### config.mk
export PLATFORM = sky130hd
export DESIGN_NAME = instruction_serializer
export DESIGN_NICKNAME = d
export VERILOG_FILES = /design/src/rtl/instr_link_pkg.sv /design/src/rtl/sync_2ff.sv /design/src/rtl/instruction_serializer.sv
export SDC_FILE = /design/constraint.sdc
export NUM_CORES = 1
export LEC_CHECK = 0
export ABC_AREA = 1
export CAP_MARGIN = 15
export CORE_AREA = 2 2 68 70
export CTS_CLUSTER_SIZE = 10
export DETAILED_ROUTE_END_ITERATION = 8
export DIE_AREA = 0 0 70 72
export GPL_ROUTABILITY_DRIVEN = 0
export PLACE_DENSITY = 0.84
export SYNTH_ARGS = -nofsm -noshare
export SYNTH_HDL_FRONTEND = slang
export SYNTH_HIERARCHICAL = 1
export SYNTH_SLANG_ARGS = --single-unit
### constraint.sdc
create_clock -name clk -period 2 [get_ports clk]
set_input_delay 0.3 -clock clk [delete_from_list [all_inputs] [get_ports clk]]
set_output_delay 0.3 -clock clk [all_outputs]
set_load 0.005 [all_outputs]
### src/rtl/instr_link_pkg.sv
// Shared definitions for the command/confirm/sync instruction link,
// used by both the transmit serializer and the receive side.
package instr_link_pkg;

    localparam int INSTR_W = 10;

    localparam logic [1:0] OP_IDLE = 2'b00;
    localparam logic [1:0] OP_TURN = 2'b01;
    localparam logic [1:0] OP_PUSH = 2'b10;
    localparam logic [1:0] OP_PULL = 2'b11;

    typedef enum logic [1:0] {
        IDLE     = 2'b00,
        SETUP    = 2'b01,
        WAIT_ACK = 2'b10,
        WAIT_REL = 2'b11
    } link_state_t;

    function automatic logic even_parity(input logic [INSTR_W-1:0] word);
        return ^word;
    endfunction

endpackage

### src/rtl/sync_2ff.sv
// Two-flop synchroniser for a single asynchronous level; both stages
// clear to 0 on reset.
module sync_2ff (
    input  logic clk,
    input  logic reset,
    input  logic d,
    output logic q
);

    logic meta_r;
    logic q_r;

    // Metastability-filter chain.
    always_ff @(posedge clk) begin
        if (reset) begin
            meta_r <= 1'b0;
            q_r    <= 1'b0;
        end else begin
            meta_r <= d;
            q_r    <= meta_r;
        end
    end

    assign q = q_r;

endmodule

### src/rtl/instruction_serializer.sv
// Shifts a parallel instruction out MSB first over a four-phase
// command/confirm/sync handshake. Define INSTR_TX_PARITY_EN to append an even-parity bit.
module instruction_serializer
    import instr_link_pkg::*;
#(
    parameter int SETUP_CYCLES   = 4,
    parameter int TIMEOUT_CYCLES = 1_000_000
) (
    input  logic               clk,
    input  logic               reset,
    input  logic [INSTR_W-1:0] instr_in,
    input  logic               instr_valid,
    output logic               instr_ready,
    output logic               command,
    output logic               confirm,
    input  logic               sync,
    output logic               busy,
    output logic               done,
    output logic               error
);

    localparam int SETUP_W = (SETUP_CYCLES > 1) ? $clog2(SETUP_CYCLES) : 1;
    localparam logic [SETUP_W-1:0] SETUP_LAST = SETUP_W'(SETUP_CYCLES - 1);

    localparam int TO_W = (TIMEOUT_CYCLES > 1) ? $clog2(TIMEOUT_CYCLES) : 1;
    localparam logic [TO_W-1:0] TO_LAST = TO_W'(TIMEOUT_CYCLES - 1);
    localparam bit TO_EN = (TIMEOUT_CYCLES != 0);

`ifdef INSTR_TX_PARITY_EN
    localparam int N_BITS = INSTR_W + 1;
`else
    localparam int N_BITS = INSTR_W;
`endif
    localparam int IDX_W = $clog2(N_BITS);
    localparam logic [IDX_W-1:0] BIT_LAST = IDX_W'(N_BITS - 1);

    link_state_t          state_r, state_nxt_s;
    logic [INSTR_W-2:0]   shift_r, shift_nxt_s;
    logic [IDX_W-1:0]     bit_idx_r, bit_idx_nxt_s;
    logic [SETUP_W-1:0]   setup_cnt_r, setup_cnt_nxt_s;
    logic [TO_W-1:0]      to_cnt_r, to_cnt_nxt_s;
    logic                 command_r, command_nxt_s;
    logic                 confirm_r, confirm_nxt_s;
    logic                 busy_r, busy_nxt_s;
    logic                 done_r, done_nxt_s;
    logic                 error_r, error_nxt_s;
    logic                 sync_s;
    logic                 accept_s;
    logic                 setup_done_s;
    logic                 to_hit_s;
    logic                 abort_s;
    logic                 next_bit_s;

    sync_2ff u_sync_2ff (
        .clk   (clk),
        .reset (reset),
        .d     (sync),
        .q     (sync_s)
    );

    assign accept_s     = instr_valid && (state_r == IDLE);
    assign setup_done_s = (setup_cnt_r == SETUP_LAST);
    assign to_hit_s     = TO_EN && (to_cnt_r == TO_LAST);

`ifdef INSTR_TX_PARITY_EN
    logic parity_r;

    // Parity of the accepted word, sent as the extra bit after bit 0.
    always_ff @(posedge clk) begin
        if (reset) begin
            parity_r <= 1'b0;
        end else if (accept_s) begin
            parity_r <= even_parity(instr_in);
        end else begin
            parity_r <= parity_r;
        end
    end

    assign next_bit_s = (bit_idx_r == IDX_W'(INSTR_W - 1)) ? parity_r : shift_r[INSTR_W-2];
`else
    assign next_bit_s = shift_r[INSTR_W-2];
`endif

    // Next-state and next-output decode for the handshake FSM.
    always_comb begin
        state_nxt_s     = state_r;
        shift_nxt_s     = shift_r;
        bit_idx_nxt_s   = bit_idx_r;
        setup_cnt_nxt_s = setup_cnt_r;
        command_nxt_s   = command_r;
        confirm_nxt_s   = confirm_r;
        busy_nxt_s      = busy_r;
        done_nxt_s      = 1'b0;
        error_nxt_s     = 1'b0;
        abort_s         = 1'b0;

        case (state_r)
            IDLE: begin
                command_nxt_s = 1'b0;
                confirm_nxt_s = 1'b0;
                busy_nxt_s    = 1'b0;
                if (accept_s) begin
                    state_nxt_s     = SETUP;
                    shift_nxt_s     = instr_in[INSTR_W-2:0];
                    bit_idx_nxt_s   = {IDX_W{1'b0}};
                    setup_cnt_nxt_s = {SETUP_W{1'b0}};
                    command_nxt_s   = instr_in[INSTR_W-1];
                    busy_nxt_s      = 1'b1;
                end else begin
                    state_nxt_s = IDLE;
                end
            end
            SETUP: begin
                // A receiver still holding sync from the previous bit blocks confirm.
                if (setup_done_s && !sync_s) begin
                    state_nxt_s   = WAIT_ACK;
                    confirm_nxt_s = 1'b1;
                end else if (to_hit_s) begin
                    abort_s = 1'b1;
                end else if (!setup_done_s) begin
                    setup_cnt_nxt_s = setup_cnt_r + SETUP_W'(1);
                end else begin
                    setup_cnt_nxt_s = setup_cnt_r;
                end
            end
            WAIT_ACK: begin
                if (sync_s) begin
                    state_nxt_s   = WAIT_REL;
                    confirm_nxt_s = 1'b0;
                end else if (to_hit_s) begin
                    abort_s = 1'b1;
                end else begin
                    confirm_nxt_s = 1'b1;
                end
            end
            WAIT_REL: begin
                if (!sync_s) begin
                    if (bit_idx_r == BIT_LAST) begin
                        state_nxt_s   = IDLE;
                        done_nxt_s    = 1'b1;
                        busy_nxt_s    = 1'b0;
                        command_nxt_s = 1'b0;
                    end else begin
                        state_nxt_s     = SETUP;
                        bit_idx_nxt_s   = bit_idx_r + IDX_W'(1);
                        shift_nxt_s     = {shift_r[INSTR_W-3:0], 1'b0};
                        command_nxt_s   = next_bit_s;
                        setup_cnt_nxt_s = {SETUP_W{1'b0}};
                    end
                end else if (to_hit_s) begin
                    abort_s = 1'b1;
                end else begin
                    confirm_nxt_s = 1'b0;
                end
            end
            default: begin
                state_nxt_s   = IDLE;
                command_nxt_s = 1'b0;
                confirm_nxt_s = 1'b0;
                busy_nxt_s    = 1'b0;
            end
        endcase

        if (abort_s) begin
            state_nxt_s   = IDLE;
            error_nxt_s   = 1'b1;
            confirm_nxt_s = 1'b0;
            command_nxt_s = 1'b0;
            busy_nxt_s    = 1'b0;
        end else begin
            error_nxt_s = 1'b0;
        end

        // Timeout window restarts on every state entry.
        if ((state_nxt_s != state_r) || (state_r == IDLE)) begin
            to_cnt_nxt_s = {TO_W{1'b0}};
        end else begin
            to_cnt_nxt_s = to_cnt_r + TO_W'(1);
        end
    end

    // State and registered-output update.
    always_ff @(posedge clk) begin
        if (reset) begin
            state_r     <= IDLE;
            shift_r     <= {(INSTR_W-1){1'b0}};
            bit_idx_r   <= {IDX_W{1'b0}};
            setup_cnt_r <= {SETUP_W{1'b0}};
            to_cnt_r    <= {TO_W{1'b0}};
            command_r   <= 1'b0;
            confirm_r   <= 1'b0;
            busy_r      <= 1'b0;
            done_r      <= 1'b0;
            error_r     <= 1'b0;
        end else begin
            state_r     <= state_nxt_s;
            shift_r     <= shift_nxt_s;
            bit_idx_r   <= bit_idx_nxt_s;
            setup_cnt_r <= setup_cnt_nxt_s;
            to_cnt_r    <= to_cnt_nxt_s;
            command_r   <= command_nxt_s;
            confirm_r   <= confirm_nxt_s;
            busy_r      <= busy_nxt_s;
            done_r      <= done_nxt_s;
            error_r     <= error_nxt_s;
        end
    end

    assign instr_ready = (state_r == IDLE) && !reset;
    assign command     = command_r;
    assign confirm     = confirm_r;
    assign busy        = busy_r;
    assign done        = done_r;
    assign error       = error_r;

endmodule

==> impl_results.md, run 1 <==
- Status: complete, no violations
- Design Area, Final: 0.002741 mm^2
- Layer carrying the most global-route usage: met2
- Final routed wirelength across all metal layers: between 4000 and 5000 um
- Cell type group with the largest total delay on the critical path: buffers and inverters
- Share of power burned in the clock network: between 30% and 40%
- Filler cell count in the final layout: between 300 and 400
- Grt met2 use: about a third
- Seq cells post-synth: 44
- Clk pin slew, worst setup/hold paths: roughly 0.080 ns
- Final nets: around 360
- Clock H-tree levels: 2
- Setup crit end kind: primary output
- Synthesized net count: 331
- Portion of synthesized cell area occupied by the leading cell type: 37.65%
- Remaining DRCs: 0
- Final Skew: around 0.0095 ns
- Number of rows in the core area: 24
- Number of iterations in the first detailed-routing pass: 4
- Number of hold violations in the final report: 0
- Cell at the slowest stage of the critical path: sky130_fd_sc_hd__clkdlybuf4s50_1
- Share of synthesized registers carrying an async set or reset: 0%
- Static leakage power: 1.064 nW
- Total power density per cell area: roughly 630 mW/mm^2
- Max_cap viols: 0
- Wire length of the first global-routing pass: between 7000 and 8000 um
- Slew of the pin with the lowest slew margin: between 0.3 and 0.4 ns
- Die outline area: around 0.005 mm^2
- Sequential cell area in the final layout: ~880 um^2
- Share of total power consumed by net switching: 25.33%
- Syn Area/Cell: between 7 and 8 um^2
- Highest achievable clock rate: between 500 and 600 MHz
- GRT Overall Usage: roughly a fifth
- Ys flop type: sky130_fd_sc_hd__dfxtp_1
- Placed Cells: roughly 380
- Starting density of the core: 54.87%
- Antenna Diode Count: 0
- Worst Hold Class: reg -> reg
- Crit path max fanout: 6
- Placeable core area: 0.004264 mm^2
- Sum of buffers and inverters on the critical path: 3
- Maximum number of buffers from clock root to sink: 2
- CTS Hold Bufs: 0
- Global routing met1 resource utilization: around a fifth
- Pins over their slew limit: 0
- Layout cell share with drive strength beyond 1: 19.23%
- Post-layout min period: approximately 1.9 ns
- Timing startpoint of the critical path: state_r[0]$_SDFF_PP0_
- Largest cells by area after synthesis: sky130_fd_sc_hd__dfxtp_1, sky130_fd_sc_hd__nand2_1, sky130_fd_sc_hd__inv_1
- Port-buffer cells: 19
- Yosys Warn Count: 6
- Number of cells produced by synthesis: 309
- Synthesized-area fraction occupied by adder cells: between 4 and 5%
- Clock sink total: 44
- Met3 track demand over resource in global routing: under 10%
- Combinational cell fraction of total power: approximately 12%
- Compound-cell area share of the yosys netlist: under 10%
- TritonCTS clock tree: yes
- Via count of the first global-routing pass: roughly 1,900
- Crit path arrival time: roughly 1.6 ns
- Final setup violation count: 0
- Main combinational cell family by area after synthesis: simple AND/OR/NAND/NOR gates
- Critical Setup Path Class: reg -> out
- Commonest cells in the netlist: sky130_fd_sc_hd__nand2_1, sky130_fd_sc_hd__dfxtp_1, sky130_fd_sc_hd__inv_1
- Most area-hungry cell type in the Yosys netlist: sky130_fd_sc_hd__dfxtp_1
- Share of the yosys chip area belonging to registers: 37.65%
- Share of synthesized cell area in and, or, nand and nor gates: between 30% and 40%
- ANT nets after route: 0
- DP Wirelength: about 3200 um
- Mean number of vias per cell: roughly 5
- Sequential share of power: around 54%
- Antenna violations before repair: 0
- Synth-to-layout area growth: 17.17%
- WP data required: 1.70 ns
- Highest cell delay on the worst timing path: 0.52 ns
- Summed instance area of the synthesized netlist: 0.002340 mm^2
- Relative slew slack: approximately 77%
- Number of flops mapped to enable cells by yosys: 0
- Minimum hold slack: between 0.4 and 0.5 ns
- Clock latency on the worst-skew pair: around 0.3 ns
- Root Buffer: sky130_fd_sc_hd__clkbuf_8
- Wire length per cell: 11.21 um
- Inserted Clock Buffers: 5
- Routed via count: 1,980
- Worst hold path startpoint: u_sync_2ff/meta_r$_SDFF_PP0_
- Chip Height: between 70 and 80 um
- GRT overflow: 0
- Post-synthesis share of cell area spent on xor and xnor gates: between 6 and 7%
- Cell internal pwr: 0.001293 W
- Type of origin of the critical path: register
- Worst reg2reg path startpoint: state_r[1]$_SDFF_PP0_
- Floorplan die width: roughly 70 um
- Largest net degree at the start of global routing: 21
- Distinct cell type count of the synthesized netlist: 35
- Placed Area: between 0.002 and 0.003 mm^2
- Final instance count without filler cells: just under 400
- Ordered list of cells on the worst path: inv_2, ha_4, inv_1, nor2_1, clkdlybuf4s50_1
- Largest vdd supply drop: 0.3772 mV
- Switching power summed over all nets: 0.0004387 W
- Total area of multi-input combinational cells: roughly 0.0013 mm^2
- Final period util: 94.55%
- Number of primary I/O pins: 20
- Multiplexer fraction of the synthesized cell area: less than 1%
- Initial DRC Count: approximately 150
- Top-count cell post-synth: sky130_fd_sc_hd__nand2_1
worst min-delay path, stage by stage, from the launching register on:
cell and delay (ns):
sky130_fd_sc_hd__dfxtp_1 0.30, sky130_fd_sc_hd__inv_1 0.04, sky130_fd_sc_hd__nor2_1 0.03
layer usage:
| layer | part of all wire [%] | vias to the layer above |
|---|---|---|
| li1 | - | 1036 |
| met1 | 46 | 895 |
| met2 | 48 | 41 |
| met3 | 4.3 | 8 |
| met4 | 1.9 | 0 |
| met5 | 0 | - |
worst paths after layout:
path	end	slack (ns)	depth (start not counted)
worst min register to register	u_sync_2ff/q$_SDFF_PP0_	0.41	2
worst min-delay path	u_sync_2ff/q$_SDFF_PP0_	0.41	2
worst max register to register	to_cnt_r[2]$_SDFF_PP0_	0.16	13
worst max-delay path	instr_ready	0.11	5
power by group through the flow:
stage	clock (W)	sequential (W)	combinational (W)
after floorplan	0	0.000949	0.000131
after CTS	0.000597	0.000934	0.000203
after global routing	0.000621	0.000939	0.000239
after global placement	0	0.000953	0.000193
final	0.000585	0.000935	0.000212
after detailed placement	0	0.000954	0.000198
placed cells by master, fill, tap and decap left out, drive strengths merged:
cell	count
a21oi	6
a31oi	10
a32o	1
buf	9
clkbuf	7
clkdlybuf4s50	19
clkinv	1
clkinvlp	1
dfxtp	44
ha	8
inv	40
mux2i	1
nand2	69
nand3	20
nand3b	1
nand4	2
nor2	51
nor3	10
nor3b	2
nor4	1
o211a	1
o21ai	16
o22ai	1
xnor2	5
xor2	12
kinds of logic after synthesis:
logic type      Yosys count
simple gates            156
flops                    44
buf+inv                  48
mux                       1
fa+ha+maj                 8
xor+xnor                 17
compound gates           35
per-stage QoR:
step	setup WS [ns]	power, W	TNS [ns]	utilization (%)
finish	0.1090	0.001732	0	64.29
global route	-0.02215	0.001800	-0.1342	64.29
CTS	0.04099	0.001734	0	63.64
detailed placement	0.1781	0.001152	0	61.15
global placement	0.2222	0.001146	0	61.15
floorplan	0.3590	0.001080	0	-
flip-flops by register name, summed over array words and instances (netlist names), 2 cells and up:
name	flops
shift_r	9
to_cnt_r	20
bit_idx_r	4
state_r	2
setup_cnt_r	2
layout make-up:
class / count / area share, %
tap: 52 / 2.373
inverter: 41 / 5.660
multi-input combinational: 217 / 46.46
clock inverter: 1 / 0.2738
sequential: 44 / 32.22
clock buffer: 7 / 3.149
timing repair buffer: 28 / 9.859
timing repair:
item / 4_1_cts / 5_1_grt
buffers inserted: 0 / 3
hold endpoints to repair: 0 / 0
endpoints found under the setup margin: 1 / 32
gates resized for setup: 4 / 3
gates cloned: 0 / 0
(Power assumes the default switching activity.)
==> run 2: changes to the inputs <==
--- a/config.mk
+++ b/config.mk
@@ -6,6 +6,7 @@
 export NUM_CORES = 1
 export LEC_CHECK = 0
 export ABC_AREA = 1
+export ABC_CLOCK_PERIOD_IN_PS = 2000
 export CAP_MARGIN = 15
 export CORE_AREA = 2 2 68 70
 export CTS_CLUSTER_SIZE = 10
==> results of run 2 <==
No change in the layout: final DEF, timing and power equal those of run 1.
==> RTL change: new RTL, flow settings as in run 2 <==
Add a define of `INSTR_TX_PARITY_EN`.
--- a/src/rtl/instruction_serializer.sv
+++ b/src/rtl/instruction_serializer.sv
@@ -1,5 +1,7 @@
 // Shifts a parallel instruction out MSB first over a four-phase
 // command/confirm/sync handshake. Define INSTR_TX_PARITY_EN to append an even-parity bit.
+`define INSTR_TX_PARITY_EN
+
 module instruction_serializer
     import instr_link_pkg::*;
 #(
Function: no difference found for any inputs over 10 cycles, from zero or initial values and one cycle with reset high; that may be too few to reach the edited logic, so the function may still have changed.
==> RTL change against run 2 <==
  * Design area is 2.9% higher
  * Routed wire length is 5.9% higher
  * Setup slack worse by 0.0085 ns
  * Power is 3.3% higher
  * Utilization is 1.9 points higher
  * Sequential share of layout area is 0.21 points lower
  * Via count is 4.6% higher
  * Sequential cell count is 1 higher
  * Synthesized cell count is 7.4% higher
  * Combinational power is 28% higher
  * Clock power is 3.8% lower
  * Synthesized area is 3.5% higher
  * First-iteration DRC count is 40% lower
==> RTL change: results (changes against run 2) <==
| Metric | Value |
|---|---|
| Post-synthesis compound-gate area fraction | `8.94% (-0.20 points)` |
| Post-synthesis mux area share | `0% (-0.43 points)` |
| Placed cell count | `402 (+6.1%)` |
| GR Util met3 | `5.00% (+0.28 points)` |
| Leakage | `1.12 nW (+5.6%)` |
| Hold Path Sink | `u_sync_2ff/q` |
| Register area share after synthesis | `37.2% (-0.44 points)` |
| Netlist cell types | `30 (-14%)` |
| Dpl ws | `0.0918 ns (-0.0863 ns)` |
| Crit path from | `state_r[1]` |
| Clock Latency Late Sink | `0.30 ns (about the same)` |
| Adder-cell area share of the yosys netlist | `4.65% (+0.37 points)` |
| Post-synthesis xor/xnor area fraction | `9.41% (+3.0 points)` |
| Vias | `2,072 (+4.6%)` |
| Metal3 WL | `173 um (-8.0%)` |
| DR iter-0 viols | `90 (-40%)` |
| Max IR drop VDD | `610 uV (+62%)` |
| PortBufs | `19 (unchanged)` |
| Synthesized Nets | `355 (+7.3%)` |
| Detailed placement HPWL | `3450 um (+8.0%)` |
| Clock transition at path regs | `approximately 0.07 ns` |
| FILL cells | `360 (+3.4%)` |
| Total Routing Usage GR | `19.9% (+1.1 points)` |
| Worst Tran Pin Value | `0.371 ns (+0.0212 ns)` |
| Sw Ratio | `25.4% (+0.12 points)` |
| Met2 wire len | `2230 um (+5.9%)` |
| Routed WL | `4630 um (+5.9%)` |
| WL met1 | `2150 um (+8.0%)` |
| # DRC | `0 (unchanged)` |
| Mean Syn Cell Area | `7.29 um^2 (-3.7%)` |
| Met1 Use GR | `23.8% (+2.6 points)` |
| Clock buffer depth | `2 (unchanged)` |
| Yosys warns | `6 (unchanged)` |
| R2r worst-path depth | `13 (unchanged)` |
| FF-to-FF End | `to_cnt_r[6]` |
| Area post-placement | `2690 um^2 (+3.1%)` |
| Top post-synthesis cells by count | `73 x nand2_1, 45 x dfxtp_1, 40 x inv_1` |
| Combinational Power Share | `15.2% (+2.9 points)` |
| Overall Power | `1.79 mW (+3.3%)` |
| Clk_skew | `0.0105 ns (+0.000969 ns)` |
| Share of cells above drive strength 1 | `16.6% (-2.6 points)` |
| Tmin final | `1.90 ns (+0.00849 ns)` |
| Met2 GRT Util | `34.4% (+0.63 points)` |
| Largest net degree at the start of global routing | `21 (unchanged)` |
| # diodes | `0 (unchanged)` |
| Final nets | `384 (+7.0%)` |
| Vias in the first global route | `1,985 (+2.7%)` |
| Status | `finished, final reports clean` |
| Routed length per instance | `11.2 um (about the same)` |
| Sequential share of power | `53.3% (-0.7 points)` |
| Root buffer cell | `clkbuf_8` |
| First-pass GRT wire length | `8100 um (+3.7%)` |
| First-pass DRT Iterations | `4 (unchanged)` |
| Hold_ws | `0.416 ns (+0.00666 ns)` |
| Reg2Reg Launch Point | `to_cnt_r[1]` |
| Synth top area cells | `dfxtp_1 37%, nand2_1 11%, nor2_2 6.5%` |
[RTL change: cell count changes in the layout (fill, tap and decap cells not counted), sizes merged, moves of 3 or more]
cell	before	now
a21oi	6	11
nor3	10	7
xor2	12	15
nand2	69	75
xnor2	5	11
inv	40	44
[RTL change: critical path, stage by stage, from the launching register on]
cell             delay (ns)
dfxtp_2                0.35
inv_2                  0.10
ha_4                   0.18
inv_1                  0.09
nor2_1                 0.09
clkdlybuf4s50_1        0.50
[RTL change: cell type report]
type	count	area (um^2)	share of cell area, %
clock buffer	7	86.3	3.06
sequential	45	903	32.0
inverter	45	171	6.08
multi-input combinational	235	1320	46.7
tap	52	65.1	2.31
timing repair buffer	29	278	9.84
[RTL change: repair_timing]
| action | 4_1_cts | 5_1_grt |
|---|---|---|
| pin swaps | 0 | 1 |
| gates resized for setup | 4 | 3 |
| endpoints found under the setup margin | 1 | 21 |
| buffers inserted | 0 | 4 |
